<file path="src/rtl/bcd_pkg.sv">
// Shared BCD types, digit limits and nibble validation for the bcd_counter slice.
package bcd_pkg;

  typedef logic [3:0] bcd_digit_t;

  localparam bcd_digit_t BCD_MAX = 4'd9;
  localparam bcd_digit_t BCD_MIN = 4'd0;

  typedef enum logic {
    MODE_LEVEL = 1'b0,
    MODE_EDGE  = 1'b1
  } count_mode_e;

  function automatic logic bcd_valid(input bcd_digit_t nibble);
    return (nibble <= BCD_MAX);
  endfunction

endpackage

</file>
<file path="src/rtl/bcd_digit.sv">
// One combinational BCD digit stage: increments or decrements on cin and reports carry/borrow.
module bcd_digit
  import bcd_pkg::*;
(
  input  bcd_digit_t d,
  input  logic       up,
  input  logic       cin,
  output bcd_digit_t q,
  output logic       cout
);

  always_comb begin
    q    = d;
    cout = 1'b0;
    if (cin) begin
      if (up) begin
        if (d == BCD_MAX) begin
          q    = BCD_MIN;
          cout = 1'b1;
        end else begin
          q = d + 4'd1;
        end
      end else begin
        if (d == BCD_MIN) begin
          q    = BCD_MAX;
          cout = 1'b1;
        end else begin
          q = d - 4'd1;
        end
      end
    end
  end

endmodule

</file>
<file path="src/rtl/bcd_counter.sv">
// Multi-digit packed-BCD up/down event counter with load, clear and edge/level enable.
// Define BCD_COUNTER_SATURATE_EN to saturate at the ends and expose the sticky sat output.
module bcd_counter
  import bcd_pkg::*;
#(
  parameter int unsigned DIGITS            = 8,
  parameter bit          EDGE_MODE_DEFAULT = 1'b1
) (
  input  logic                  clk,
  input  logic                  reset,
  input  logic                  en,
  input  logic                  mode_wr,
  input  logic                  mode_edge,
  input  logic                  up_dn,
  input  logic                  clear,
  input  logic                  load,
  input  logic [4*DIGITS-1:0]   load_val,
  output logic [4*DIGITS-1:0]   count,
  output logic                  wrap,
  output logic                  load_err
`ifdef BCD_COUNTER_SATURATE_EN
  ,
  output logic                  sat
`endif
);

  logic [4*DIGITS-1:0] count_q, count_d;
  logic [4*DIGITS-1:0] count_step;
  logic [DIGITS:0]     carry;
  logic                wrap_q, wrap_d;
  logic                load_err_q, load_err_d;
  logic                en_q;
  count_mode_e         mode_q, mode_d;
  logic                step;
  logic                load_ok;
`ifdef BCD_COUNTER_SATURATE_EN
  logic                sat_q, sat_d;
`endif

  // carry[DIGITS] is high exactly when the step crosses the all-9s / all-0s boundary
  assign carry[0] = 1'b1;

  for (genvar i = 0; i < DIGITS; i++) begin : g_digit
    bcd_digit u_digit (
      .d    (count_q[4*i +: 4]),
      .up   (up_dn),
      .cin  (carry[i]),
      .q    (count_step[4*i +: 4]),
      .cout (carry[i+1])
    );
  end

  always_comb begin
    step    = (mode_q == MODE_EDGE) ? (en & ~en_q) : en;
    load_ok = 1'b1;
    for (int unsigned i = 0; i < DIGITS; i++) begin
      if (!bcd_valid(load_val[4*i +: 4])) load_ok = 1'b0;
    end

    mode_d     = mode_wr ? count_mode_e'(mode_edge) : mode_q;
    count_d    = count_q;
    wrap_d     = 1'b0;
    load_err_d = 1'b0;
`ifdef BCD_COUNTER_SATURATE_EN
    sat_d      = sat_q;
`endif

    if (clear) begin
      count_d = '0;
`ifdef BCD_COUNTER_SATURATE_EN
      sat_d   = 1'b0;
`endif
    end else if (load) begin
      // a rejected load still consumes the cycle, so a coincident step is dropped
      if (load_ok) begin
        count_d = load_val;
`ifdef BCD_COUNTER_SATURATE_EN
        sat_d   = 1'b0;
`endif
      end else begin
        load_err_d = 1'b1;
      end
    end else if (step) begin
      wrap_d = carry[DIGITS];
`ifdef BCD_COUNTER_SATURATE_EN
      if (carry[DIGITS]) sat_d = 1'b1;
      else               count_d = count_step;
`else
      count_d = count_step;
`endif
    end
  end

  always_ff @(posedge clk) begin
    if (reset) begin
      count_q    <= '0;
      wrap_q     <= 1'b0;
      load_err_q <= 1'b0;
      en_q       <= 1'b0;
      mode_q     <= count_mode_e'(EDGE_MODE_DEFAULT);
`ifdef BCD_COUNTER_SATURATE_EN
      sat_q      <= 1'b0;
`endif
    end else begin
      count_q    <= count_d;
      wrap_q     <= wrap_d;
      load_err_q <= load_err_d;
      en_q       <= en;
      mode_q     <= mode_d;
`ifdef BCD_COUNTER_SATURATE_EN
      sat_q      <= sat_d;
`endif
    end
  end

  assign count    = count_q;
  assign wrap     = wrap_q;
  assign load_err = load_err_q;
`ifdef BCD_COUNTER_SATURATE_EN
  assign sat      = sat_q;
`endif

endmodule

</file>
<file path="config.mk">
export PLATFORM = sky130hd
export DESIGN_NAME = bcd_counter
export DESIGN_NICKNAME = d
export VERILOG_FILES = /design/src/rtl/bcd_pkg.sv /design/src/rtl/bcd_digit.sv /design/src/rtl/bcd_counter.sv
export SDC_FILE = /design/constraint.sdc
export NUM_CORES = 1
export LEC_CHECK = 0
export BUFFER_PORTS_ARGS = -buffer_cell sky130_fd_sc_hd__buf_4
export CAP_MARGIN = 10
export CORE_MARGIN = 8
export CORE_UTILIZATION = 53
export DETAILED_ROUTE_END_ITERATION = 6
export PLACE_DENSITY = 0.79
export SETUP_SLACK_MARGIN = 0.1
export SLEW_MARGIN = 20
export SYNTH_ARGS = -nofsm -noshare
export SYNTH_HDL_FRONTEND = slang
export SYNTH_SLANG_ARGS = --single-unit
</file>
<file path="constraint.sdc">
create_clock -name clk -period 2.2 [get_ports clk]
set_input_delay 0.11 -clock clk [delete_from_list [all_inputs] [get_ports clk]]
set_output_delay 0.11 -clock clk [all_outputs]
set_load 0.02 [all_outputs]
</file>
Yosys cells after proc, flatten, opt, wreduce, memory -nomap -nowiden
Index checks and enable logic that the tools add are counted.
- logic and storage cells: 151
- register bits after elaboration: 36
- output and inout port bits: 34
- bits of input ports: 40
- multiplexer cells: 74
- reduce and logical (&&, ||, !) cells: 27
- $lt $le $gt $ge: 8
- add/subtract/negate cells: 16
- eq/ne operators: 9
- bitwise gates (word level): 5
- operators by type and width (operator ; count):
    $mux 4 ; 31
    $mux 32 ; 3
    $mux 1 ; 40
    $add 4x1->4 const B ; 8
    $eq 4x4->1 const B ; 8
    $le 4x4->1 const B ; 8
    $logic_not 4->1 ; 8
    $sub 4x1->4 const B ; 8
    $reduce_and 3->1 ; 7
    $reduce_bool 2->1 ; 8
    $reduce_or 5->1 ; 1
    $not 1->1 ; 4
    $reduce_or 3->1 ; 1
    $ne 2x1->1 const B ; 1
    $reduce_and 2->1 ; 1
    $reduce_or 2->1 ; 1
    $and 1x1->1 ; 1

Longest topological paths before layout
Gate-level depths: netlist of run 1.
- depth in word-level cells: 12
- gate-level depth with buffers: 8
- mapped depth without buffers: 5

Cells and area by module
A second synthesis of run 1 with hierarchy kept.
- cell total of the unflattened synthesis: 428
- area total of the unflattened synthesis: 3428.3 µm²
- modules (own cells, without submodules) (module ; sequential area each (µm²) ; instances ; cells an instance ; area an instance (µm²)):
    bcd_digit ; 0.0 ; 8 ; 31 ; 216.5
    bcd_counter ; 720.7 ; 1 ; 180 ; 1696.6

Worst setup path after synthesis of run 1
No wires, ideal clock.
- path type: reg-to-reg
- from: reg count_q[15], in the netlist count[15]
- to: reg count_q[16], in the netlist count[16]
- path slack: 296 ps
- path buffers: 2
- cell stages (with the launch flop): 8
- clock period less this slack: 1904 ps
- arrival time: 1818 ps
- data required time: 2114 ps
- library setup time: 86 ps
- cell sequence: dfxtp_1 buf_6 or3_1 a211oi_2 and4_4 buf_6 o22ai_2 a221oi_2
- longest elaborated chain between the ends: 6
- elaborated cells between the ends (all ways): 8
- those cells by class: eq/ne (1); mux (4); reduce/logical (3)
- ends and longest elaborated chain (what ; RTL line ; source):
    start, declared ; bcd_counter.sv:27 ; logic [4*DIGITS-1:0] count_q, count_d;
    start signal, assigned ; bcd_counter.sv:105 ; count_q <= count_d;
    $eq 4x4->1 / $logic_not 4->1 (equally long branches) ; bcd_digit.sv:17, bcd_digit.sv:24 ;
    $mux 1, on equally long branches ; bcd_digit.sv:17, bcd_digit.sv:24 ;
    $mux 1 (*) ; bcd_digit.sv:16 ; if (up) begin
    $mux 1 (*) ; bcd_digit.sv:15 ; if (cin) begin
    $reduce_bool 2->1 (no source line) (*) ; - ;
    $reduce_and 3->1 (no source line) (*) ; - ;
Every way passes the cells marked *; elsewhere a longest branch is shown, timed or not.
A chain may end at the register's enable or synchronous reset.

Final worst setup path of run 1
- from: reg count_q[3], in the netlist count[3]
- to: reg count_q[21], in the netlist count[21]
- longest elaborated chain between the ends: 9
- elaborated cells between the ends (all ways): 11
- those cells by class: eq/ne (1); mux (7); reduce/logical (3)
- ends and longest elaborated chain (what ; RTL line):
    $eq 4x4->1 / $logic_not 4->1 (equally long branches) ; bcd_digit.sv:17, bcd_digit.sv:24
    $mux 1, on equally long branches ; bcd_digit.sv:17, bcd_digit.sv:24
    $mux 1 (*) ; bcd_digit.sv:16
    $mux 1 (*) (4 in a row) ; bcd_digit.sv:15
    $reduce_bool 2->1 (no source line) (*) ; -
    $reduce_and 3->1 (no source line) (*) ; -
Marked as above.

==> run metrics, run 1 <==
status=finished clean; Max stage delay on crit path=520 ps; die width=just over 90 um; CTS tree=yes; leakage power=1.52 nW; cells along the critical path=nor3_1, o2111a_1, and4_4, a21oi_1, mux2_2; first-pass GRT wire length=between 15000 and 20000 um; post-route minimum period=approximately 2000 ps; Core Rows=28; final hold violations=0; Avg WL per Cell=roughly 17 um; setup_tns=0 ps; Async S/R FF share, synth=0%; Max Clk Rate=approximately 0.5 GHz; WP buf/inv=0; starting density of the core=between 50% and 60%; hold_ws=between 15 and 20 ps; clk root buf=clkbuf_8; worst skew pair latency=~290 ps; Hold WC Path Type=in -> reg; Core ar.=5820 sq um; Final GP Congestion=approximately 0.90; unrepaired setup endpoints after global routing=false; WL final=between 9000 and 10000 um; largest net degree at the start of global routing=40; Vias/cell=about 6.4; critical path class=reg -> reg; vias in the first global route=around 3200; worst vdd ir=around 390 uV; dominant delay contributor by cell family on the critical path=compound AO/OA/AOI/OAI gates; busiest layer in global routing=met2; Worst-Margin Slew=approximately 580 ps; CP max stage cell=dfxtp_1; Bufs on Longest Clock Path=2; met1 usage=a little over a quarter; initial antenna violation count=0; die area=about 8600 sq um; setup ws final=around 220 ps; IO buf count=73; met3 Resource Use GR=under 10%; number of post-CTS setup repair buffers=0; Final period util=between 80% and 90%; Avg Synthesized Cell Area=7.36 sq um; Vias=~3500; final setup violating endpoints=0; CP Data Required Time=between 2000 and 2500 ps; CP Launch Type=flop; Die H=92.7 um; power per cell area=between 300 and 400 nW/um^2; Worst Skew=around 5.3 ps; critical path fanouts, max=12; count of cell types in the netlist=63; Seq/Total Area, Yosys=a little under a quarter; crit end category=flop; # diodes=0; GRT Util Overall=a little over a fifth; share of layout cells above drive strength 1=around a quarter; slew margin rel.=between 60% and 70%; Max Cap Viol=0; main flop type after synthesis=dfxtp_1; Top-Level Pins=74; clk slew on worst S/H paths=~70 ps; Worst Path Arrival=around 2200 ps; # H-tree levels=2; CTS Buf Count=5; most frequent cells in the layout=buf_4, dfxtp_1, nand2_1, o21ai_0, nand3_1; Residual DRC=0; Synth Instances=~420; Post-synth EDFFs=0; antenna-violating nets left=0; commonest non-fill, non-tap cell in the layout=buf_4; Num Clock Sinks=36; Yosys warnings=0; pre-CTS WS=around 230 ps; Area growth, synth to finish=21.5%; Synthesized Nets=464; TritonRoute pass-1 iters=5; NumNets Final=515; Post-DP HPWL=approximately 6800 um; met2 Track Usage GR=35.0%; Mapped Area=around 3100 sq um; GRT overflow=0; Final Max Slew Viols=0; Iteration-0 DRC Markers=290; flops & latches, synth=36; register-to-register setup slack=220 ps; Post-Route Utilization=approximately 65%
## through the flow
step / area [sq um] / cells / total power, mW
final: 3790 / 551 / 1.48
after global routing: 3790 / 551 / 1.54
after CTS: 3780 / 551 / 1.46
after detailed placement: 3680 / 542 / 0.986
after global placement: 3680 / 542 / 0.980
after floorplan: 3120 / 424 / 0.865
## cells by family (layout without fill, tap and decap cells)
| group | Yosys count | in the layout | synth area share [%] |
|---|---|---|---|
| compound gates | 141 | 141 | 33.1 |
| xor+xnor | 10 | 10 | 2.81 |
| buf+inv | 55 | 107 | 7.58 |
| flops | 36 | 36 | 23.1 |
| mux | 13 | 13 | 4.21 |
| simple gates | 169 | 169 | 29.2 |
## cell type report
class	count	area, sq um
multi-input cells	333	2170
fillers	535	2030
flip-flops and latches	36	721
repair buffers	90	678
well taps	75	93.8
clock buffers	8	90.1
inverters	9	33.8
## synth_stat cells, types with 6 or more instances
master / number / share of area [%]
dfxtp_1: 36 / 23
nand2_1: 32 / 3.8
clkbuf_1: 30 / 3.6
o21ai_0: 29 / 4.7
nand3_1: 24 / 3.8
nor2_1: 23 / 2.8
a21oi_1: 18 / 2.9
nor3_1: 18 / 2.9
o211ai_1: 14 / 3.4
mux2i_1: 12 / 3.8
buf_2: 11 / 1.8
nor2b_1: 11 / 2.2
nor4_1: 9 / 1.8
and2_1: 8 / 1.6
and3_1: 8 / 1.6
inv_1: 8 / 0.96
o221ai_1: 8 / 2.2
nand2b_1: 7 / 1.4
and4_1: 6 / 1.7
o2111ai_1: 6 / 1.7
or3_1: 6 / 1.2
xnor2_1: 6 / 1.7
## power breakdown
part / total [mW] / internal [mW] / switching, mW
Sequential: 0.672 / 0.660 / 0.0119
Combinational: 0.307 / 0.133 / 0.174
Clock: 0.496 / 0.256 / 0.241
Total: 1.48 / 1.05 / 0.427
## registers in the layout (all words and copies together) (netlist names)
| signal | cells |
|---|---|
| count | 32 |
| en_q | 1 |
| load_err | 1 |
| mode_q | 1 |
| wrap | 1 |
## worst register-to-register path, delay by kind of cell, from the launching register on
kind / cells / cell delay, ps
DFF: 1 / 520
muxes: 1 / 380
and+or+nand+nor: 2 / 340
AOI/OAI and AO/OA: 2 / 640
## routing by layer
metal	up-vias	share of wire, %
li1	1715	-
met4	0	1.6
met3	15	7.5
met2	150	47
met5	-	0
met1	1646	43
## what timing repair did
item | 4_1_cts | 5_1_grt
hold endpoints to repair | 1 | 0
hold buffers | 1 | 0
gates resized for setup | 0 | 3
endpoints found under the setup margin | 0 | 8
## final timing paths
kind / start / to / depth (start not counted)
min reg2reg: mode_q$_SDFFE_PP1P_ / mode_q$_SDFFE_PP1P_ / 2
max: count[3]$_SDFFE_PP0P_ / count[21]$_SDFFE_PP0P_ / 5
min: mode_edge / mode_q$_SDFFE_PP1P_ / 2
max reg2reg: count[3]$_SDFFE_PP0P_ / count[21]$_SDFFE_PP0P_ / 5
Note: power is estimated with default switching activity, not from simulation.
==> inputs of run 2 (changes only) <==
--- a/config.mk
+++ b/config.mk
@@ -10,7 +10,9 @@
 export CORE_MARGIN = 8
 export CORE_UTILIZATION = 53
 export DETAILED_ROUTE_END_ITERATION = 6
+export MAX_ROUTING_LAYER = met4
 export PLACE_DENSITY = 0.79
+export REMOVE_ABC_BUFFERS = 1
 export SETUP_SLACK_MARGIN = 0.1
 export SLEW_MARGIN = 20
 export SYNTH_ARGS = -nofsm -noshare
==> run metrics, run 2 (synthesis results as in run 1) <==
Bufs on Longest Clock Path=2; GRT overflow=0; status=finished clean; clk slew on worst S/H paths=~80 ps; Core Rows=28; sw power=~440 uW; share of layout cells above drive strength 1=around a quarter; Post-Route Utilization=between 60 and 70%; Switching Share=between 20% and 30%; CTS Buf Count=5; Iteration-0 DRC Markers=249; vias in the first global route=between 3000 and 4000; critical path fanouts, max=12; Final period util=between 80% and 90%; Die H=around 93 um; Final GP Congestion=between 0.9 and 1; Seq pwr share=45.3%; TritonRoute pass-1 iters=5; Worst Skew=approximately 4.2 ps; CP Data Required Time=2380 ps; NumNets Final=roughly 520; R2R depth=5; final setup violating endpoints=0; # H-tree levels=2; Hold WC Path Type=in -> reg; worst vdd ir=316 uV; Max Cap Viol=0; crit end category=flop; CP Launch Type=flop; GRT Util Overall=between 20% and 30%; IO buf count=73; leakage power=about 1.5 nW; Num Clock Sinks=36; number of post-CTS setup repair buffers=0; Core ar.=5820 sq um; slew margin rel.=about 64%; Avg WL per Cell=16.3 um; worst r2r src=count[3]$_SDFFE_PP0P_; Worst Path Arrival=between 2000 and 2500 ps; WL final=approximately 9000 um; placed inst area=~3700 sq um; Post-DP HPWL=6610 um; Power Internal=approximately 1.0 mW; setup_tns=0 ps; register-to-register setup slack=approximately 230 ps; die area=between 8000 and 9000 sq um; die width=around 90 um; clk root buf=clkbuf_8; final hold violations=0; commonest non-fill, non-tap cell in the layout=buf_4; reg-to-reg endpoint=count[21]$_SDFFE_PP0P_; Vias=between 3000 and 4000; most frequent cells in the layout=buf_4, dfxtp_1, nand2_1, o21ai_0, nand3_1; Residual DRC=0; Clk pwr share=around 34%; hold_sp=mode_edge; largest net degree at the start of global routing=37; Vias/cell=roughly 6.4; post-route minimum period=1970 ps; starting density of the core=between 50% and 60%; Top-Level Pins=74; power per cell area=slightly below 400 nW/um^2; unrepaired setup endpoints after global routing=false; Combinational Power Share=slightly above 20%; CTS tree=yes; antenna-violating nets left=0; Final Max Slew Viols=0; # diodes=0; Max Clk Rate=approximately 0.5 GHz; worst skew pair latency=290 ps; Power, Total=1.48 mW; initial antenna violation count=0; Area growth, synth to finish=21.8%; WHS Path Cells=2; max reg flops=32; Worst-Margin Slew=approximately 540 ps; Final Instance Area=3800 sq um; critical path class=reg -> reg; hold endpoint=mode_q$_SDFFE_PP1P_; first-pass GRT wire length=around 15000 um
-- run 2: cell type report --
cell class | count | area [sq um]
sequential | 36 | 721
fill | 534 | 2010
inverter | 9 | 33.8
timing repair buffer | 92 | 693
multi-input combinational | 333 | 2170
clock buffer | 6 | 82.6
clock inverter | 2 | 10.0
tap | 75 | 93.8
-- run 2: critical path: stages, from the launching register on --
cell      delay (ps)
dfxtp_1          400
and3_1           220
o2111a_1         310
and4_4           220
a21oi_1          330
mux2_2           380
-- run 2: stage by stage --
stage          worst slack [ps]  hold WS [ps]  std cells
2_1_floorplan               260           182        378
3_3_place_gp                297           295        544
3_5_place_dp                231           300        544
4_1_cts                     215          9.91        553
5_1_grt                     133          8.85        553
6_report                    228          18.0        553
-- run 2: worst max-delay path by stage --
stage | start | to | depth (start not counted)
after floorplan | count[12]$_SDFFE_PP0P_ | count[21]$_SDFFE_PP0P_ | 5
after global placement | count[11]$_SDFFE_PP0P_ | count[21]$_SDFFE_PP0P_ | 5
after detailed placement | count[11]$_SDFFE_PP0P_ | count[21]$_SDFFE_PP0P_ | 5
after CTS | count[11]$_SDFFE_PP0P_ | count[21]$_SDFFE_PP0P_ | 5
after global routing | count[3]$_SDFFE_PP0P_ | count[21]$_SDFFE_PP0P_ | 5
final | count[3]$_SDFFE_PP0P_ | count[21]$_SDFFE_PP0P_ | 5
-- run 2: routing by layer --
layer | track usage, % | share of wire (%) | routed length [um]
met5 | - | 0 | 0
met2 | 33.0 | 46 | 4110
met1 | 25.7 | 46 | 4170
met3 | 4.85 | 6.2 | 554
met4 | 7.79 | 1.8 | 165
-- run 2: timing repair --
item	4_1_cts	5_1_grt
hold buffers	1	0
endpoints found under the hold margin	1	0
resized for setup	0	1
setup endpoints to repair	0	2
-- run 2: power groups by stage --
stage	Sequential, mW	Combinational (mW)	Clock [mW]
after floorplan	0.696	0.138	0
after global routing	0.672	0.333	0.535
final	0.670	0.304	0.506
after CTS	0.670	0.301	0.513
after global placement	0.685	0.293	0
after detailed placement	0.685	0.299	0
==> inputs of run 3 (changes only) <==
--- a/config.mk
+++ b/config.mk
@@ -11,10 +11,12 @@
 export CORE_UTILIZATION = 53
 export DETAILED_ROUTE_END_ITERATION = 6
 export MAX_ROUTING_LAYER = met4
-export PLACE_DENSITY = 0.79
+export PLACE_DENSITY = 0.78
 export REMOVE_ABC_BUFFERS = 1
 export SETUP_SLACK_MARGIN = 0.1
 export SLEW_MARGIN = 20
 export SYNTH_ARGS = -nofsm -noshare
 export SYNTH_HDL_FRONTEND = slang
+export SYNTH_HIERARCHICAL = 1
 export SYNTH_SLANG_ARGS = --single-unit
+export TNS_END_PERCENT = 1
==> run metrics, run 3 <==
antenna-violating nets left=0; Synth area leaders=dfxtp_1, a221o_1, mux2i_1; Seq/Total Area, Yosys=a little over a fifth; flops & latches, synth=36; Combinational Power Share=between 20% and 30%; register-to-register setup slack=-1820 ps; adder-cell share of the synthesized area=0%; Avg WL per Cell=18.1 um; clk root buf=clkbuf_8; final hold violations=0; Max Clk Rate=between 0.2 and 0.25 GHz; routed wl met2=5440 um; NumNets Final=approximately 570; Bufs on Longest Clock Path=2; largest family of logic cells by synthesized area=compound AO/OA/AOI/OAI gates; Final GP Congestion=roughly 0.9; leakage power=about 1.9 nW; CP max stage cell=or3_4; Worst-Margin Slew=between 500 and 600 ps; Avg Synthesized Cell Area=about 8 sq um; sw power=491 uW; pre-CTS WS=-1840 ps; Num Clock Sinks=36; CTS tree=yes; worst r2r src=count[0]$_SDFFE_PP0P_; IO buf count=73; area leader, netlist=dfxtp_1; share of layout cells above drive strength 1=about a third; CTS Buf Count=5; top-count cell post-synth=a221o_1; Seq pwr share=40.3%; hold endpoint=en_q$_SDFF_PP0_; Clk pwr share=36.0%; main flop type after synthesis=dfxtp_1; number of post-CTS setup repair buffers=0; failing checks=negative setup slack; Final period util=183%; Core Rows=29; M1 WL=between 4000 and 5000 um; die area=9300 sq um; CP Data Required Time=roughly 2400 ps; max reg flops=32; Vias/cell=around 6.4; Vias=3895; setup ws final=-1820 ps; Finished Layout Cells=roughly 600; unrepaired setup endpoints after global routing=true; Power, Total=~1.7 mW; post-synthesis xor/xnor area fraction=about 4.1%; Max Cap Viol=0; critical path class=reg -> reg; post-synthesis compound-gate area fraction=between 30% and 40%; first-pass GRT wire length=approximately 17000 um; slew margin rel.=between 60% and 70%; count of cell types in the netlist=33; # H-tree levels=2; placed cell count=slightly above 600; Async S/R FF share, synth=0%; R2R depth=20; Power Internal=1.18 mW; Switching Share=just under 30%; TritonRoute pass-1 iters=5; # fillers=503; # diodes=0; post-route minimum period=around 4000 ps; Core ar.=about 6300 sq um; critical path fanouts, max=6; Final Max Slew Viols=0; final setup violating endpoints=24; hold buffer count at CTS=0; WL final=roughly 11000 um; hold_sp=reset; Die H=just under 100 um; Iteration-0 DRC Markers=between 200 and 300; Yosys warnings=6; Worst Path Arrival=around 4200 ps; largest net degree at the start of global routing=34; status=finished, violations left; WP buf/inv=1; Post-synth EDFFs=0; crit end category=flop; power per cell area=373 nW/um^2; dominant delay contributor by cell family on the critical path=compound AO/OA/AOI/OAI gates; initial antenna violation count=0; worst skew pair latency=approximately 290 ps; Area growth, synth to finish=30.9%; starting density of the core=54.3%; Residual DRC=0; Post-DP HPWL=7890 um; Synth top area share=a little over a fifth; die width=slightly below 100 um; Post-Synth Simple-Gate Area=23.7%; Synth Instances=approximately 430; commonest non-fill, non-tap cell in the layout=buf_4; Worst Skew=5.28 ps; clk slew on worst S/H paths=about 80 ps; GRT overflow=0; GRT Util Overall=23.5%; reg-to-reg endpoint=count[30]$_SDFFE_PP0P_; Highest Signal Layer=met4; list of most frequent post-synthesis cells=a221o_1, nor2_1, dfxtp_1; Max stage delay on crit path=380 ps; Mapped Area=3430 sq um; CP Launch Type=flop; met3 WL post-DR=around 830 um; post-synthesis mux area share=7.01%; vias in the first global route=approximately 3700; cells along the critical path=or3_4, a211oi_2, nand2b_1, a211oi_2, nand2b_1, a211oi_2, nand2b_1, a211oi_2, nand2b_1, a211oi_2, nand2b_1, a211oi_2, nand2b_1, a211oi_2, buf_4, a31oi_1, a221o_1, mux2i_1, nor2_1, a221o_1; WHS Path Cells=2; Top-Level Pins=between 70 and 80; Most Frequent Cell on Critical Path=a211oi_2; most frequent cells in the layout=buf_4, a221o_1, nor2_1, dfxtp_1, inv_1; Hold WC Path Type=in -> reg; worst vdd ir=between 300 and 400 uV
## run 3: repair_timing
item                                    in CTS  in global routing
pin swaps                                    1                 11
endpoints found under the setup margin      25                 28
resized for setup                            2                  9
## run 3: worst max-delay path by stage
stage | cells past startpoint | start | endpoint | slack, ps
floorplan | 19 | count[0]$_SDFFE_PP0P_ | count[30]$_SDFFE_PP0P_ | -3010
global placement | 20 | count[0]$_SDFFE_PP0P_ | count[30]$_SDFFE_PP0P_ | -1520
detailed placement | 21 | count[0]$_SDFFE_PP0P_ | count[30]$_SDFFE_PP0P_ | -1840
CTS | 20 | count[0]$_SDFFE_PP0P_ | count[30]$_SDFFE_PP0P_ | -1830
global route | 20 | count[0]$_SDFFE_PP0P_ | count[30]$_SDFFE_PP0P_ | -2060
finish | 20 | count[0]$_SDFFE_PP0P_ | count[30]$_SDFFE_PP0P_ | -1820
## run 3: power by group through the flow
stage,logic (mW),registers (mW),clock network [mW]
detailed placement,0.382,0.689,0
finish,0.398,0.675,0.603
global placement,0.372,0.688,0
CTS,0.386,0.674,0.603
floorplan,0.164,0.712,0
global route,0.425,0.676,0.638
## run 3: area by class of cell
type	count	area, sq um	area share, %
Timing Repair Buffer	130	976	21.7
Sequential cell	36	722	16.1
Inverter	26	97.6	2.17
Tap cell	77	96.3	2.15
Multi-Input combinational cell	335	2480	55.4
Clock buffer	5	68.8	1.53
Clock inverter	3	42.5	0.948
## run 3: logic make-up after synthesis
kind of cell / Yosys count
AOI/OAI and AO/OA: 146
xor gates and xnor gates: 16
buffers and inverters: 63
DFF: 36
muxes: 24
other: 1
and+or+nand+nor: 142
## run 3: per-layer routing
layer	up-vias	track usage, %
li1	1835	-
met1	1872	28.1
met2	163	39.0
met3	25	3.55
met4	0	8.70
met5	-	-
## run 3: stage by stage
step           hold WS (ps)  utilization [%]  area, sq um  setup TNS (ps)
2_1_floorplan           182                -         3230          -42900
3_3_place_gp            314             68.1         4300          -19500
3_5_place_dp            318             68.1         4300          -24910
4_1_cts                7.94             70.1         4420          -25060
5_1_grt                3.79             71.1         4490          -29280
6_report               9.99             71.1         4490          -24840
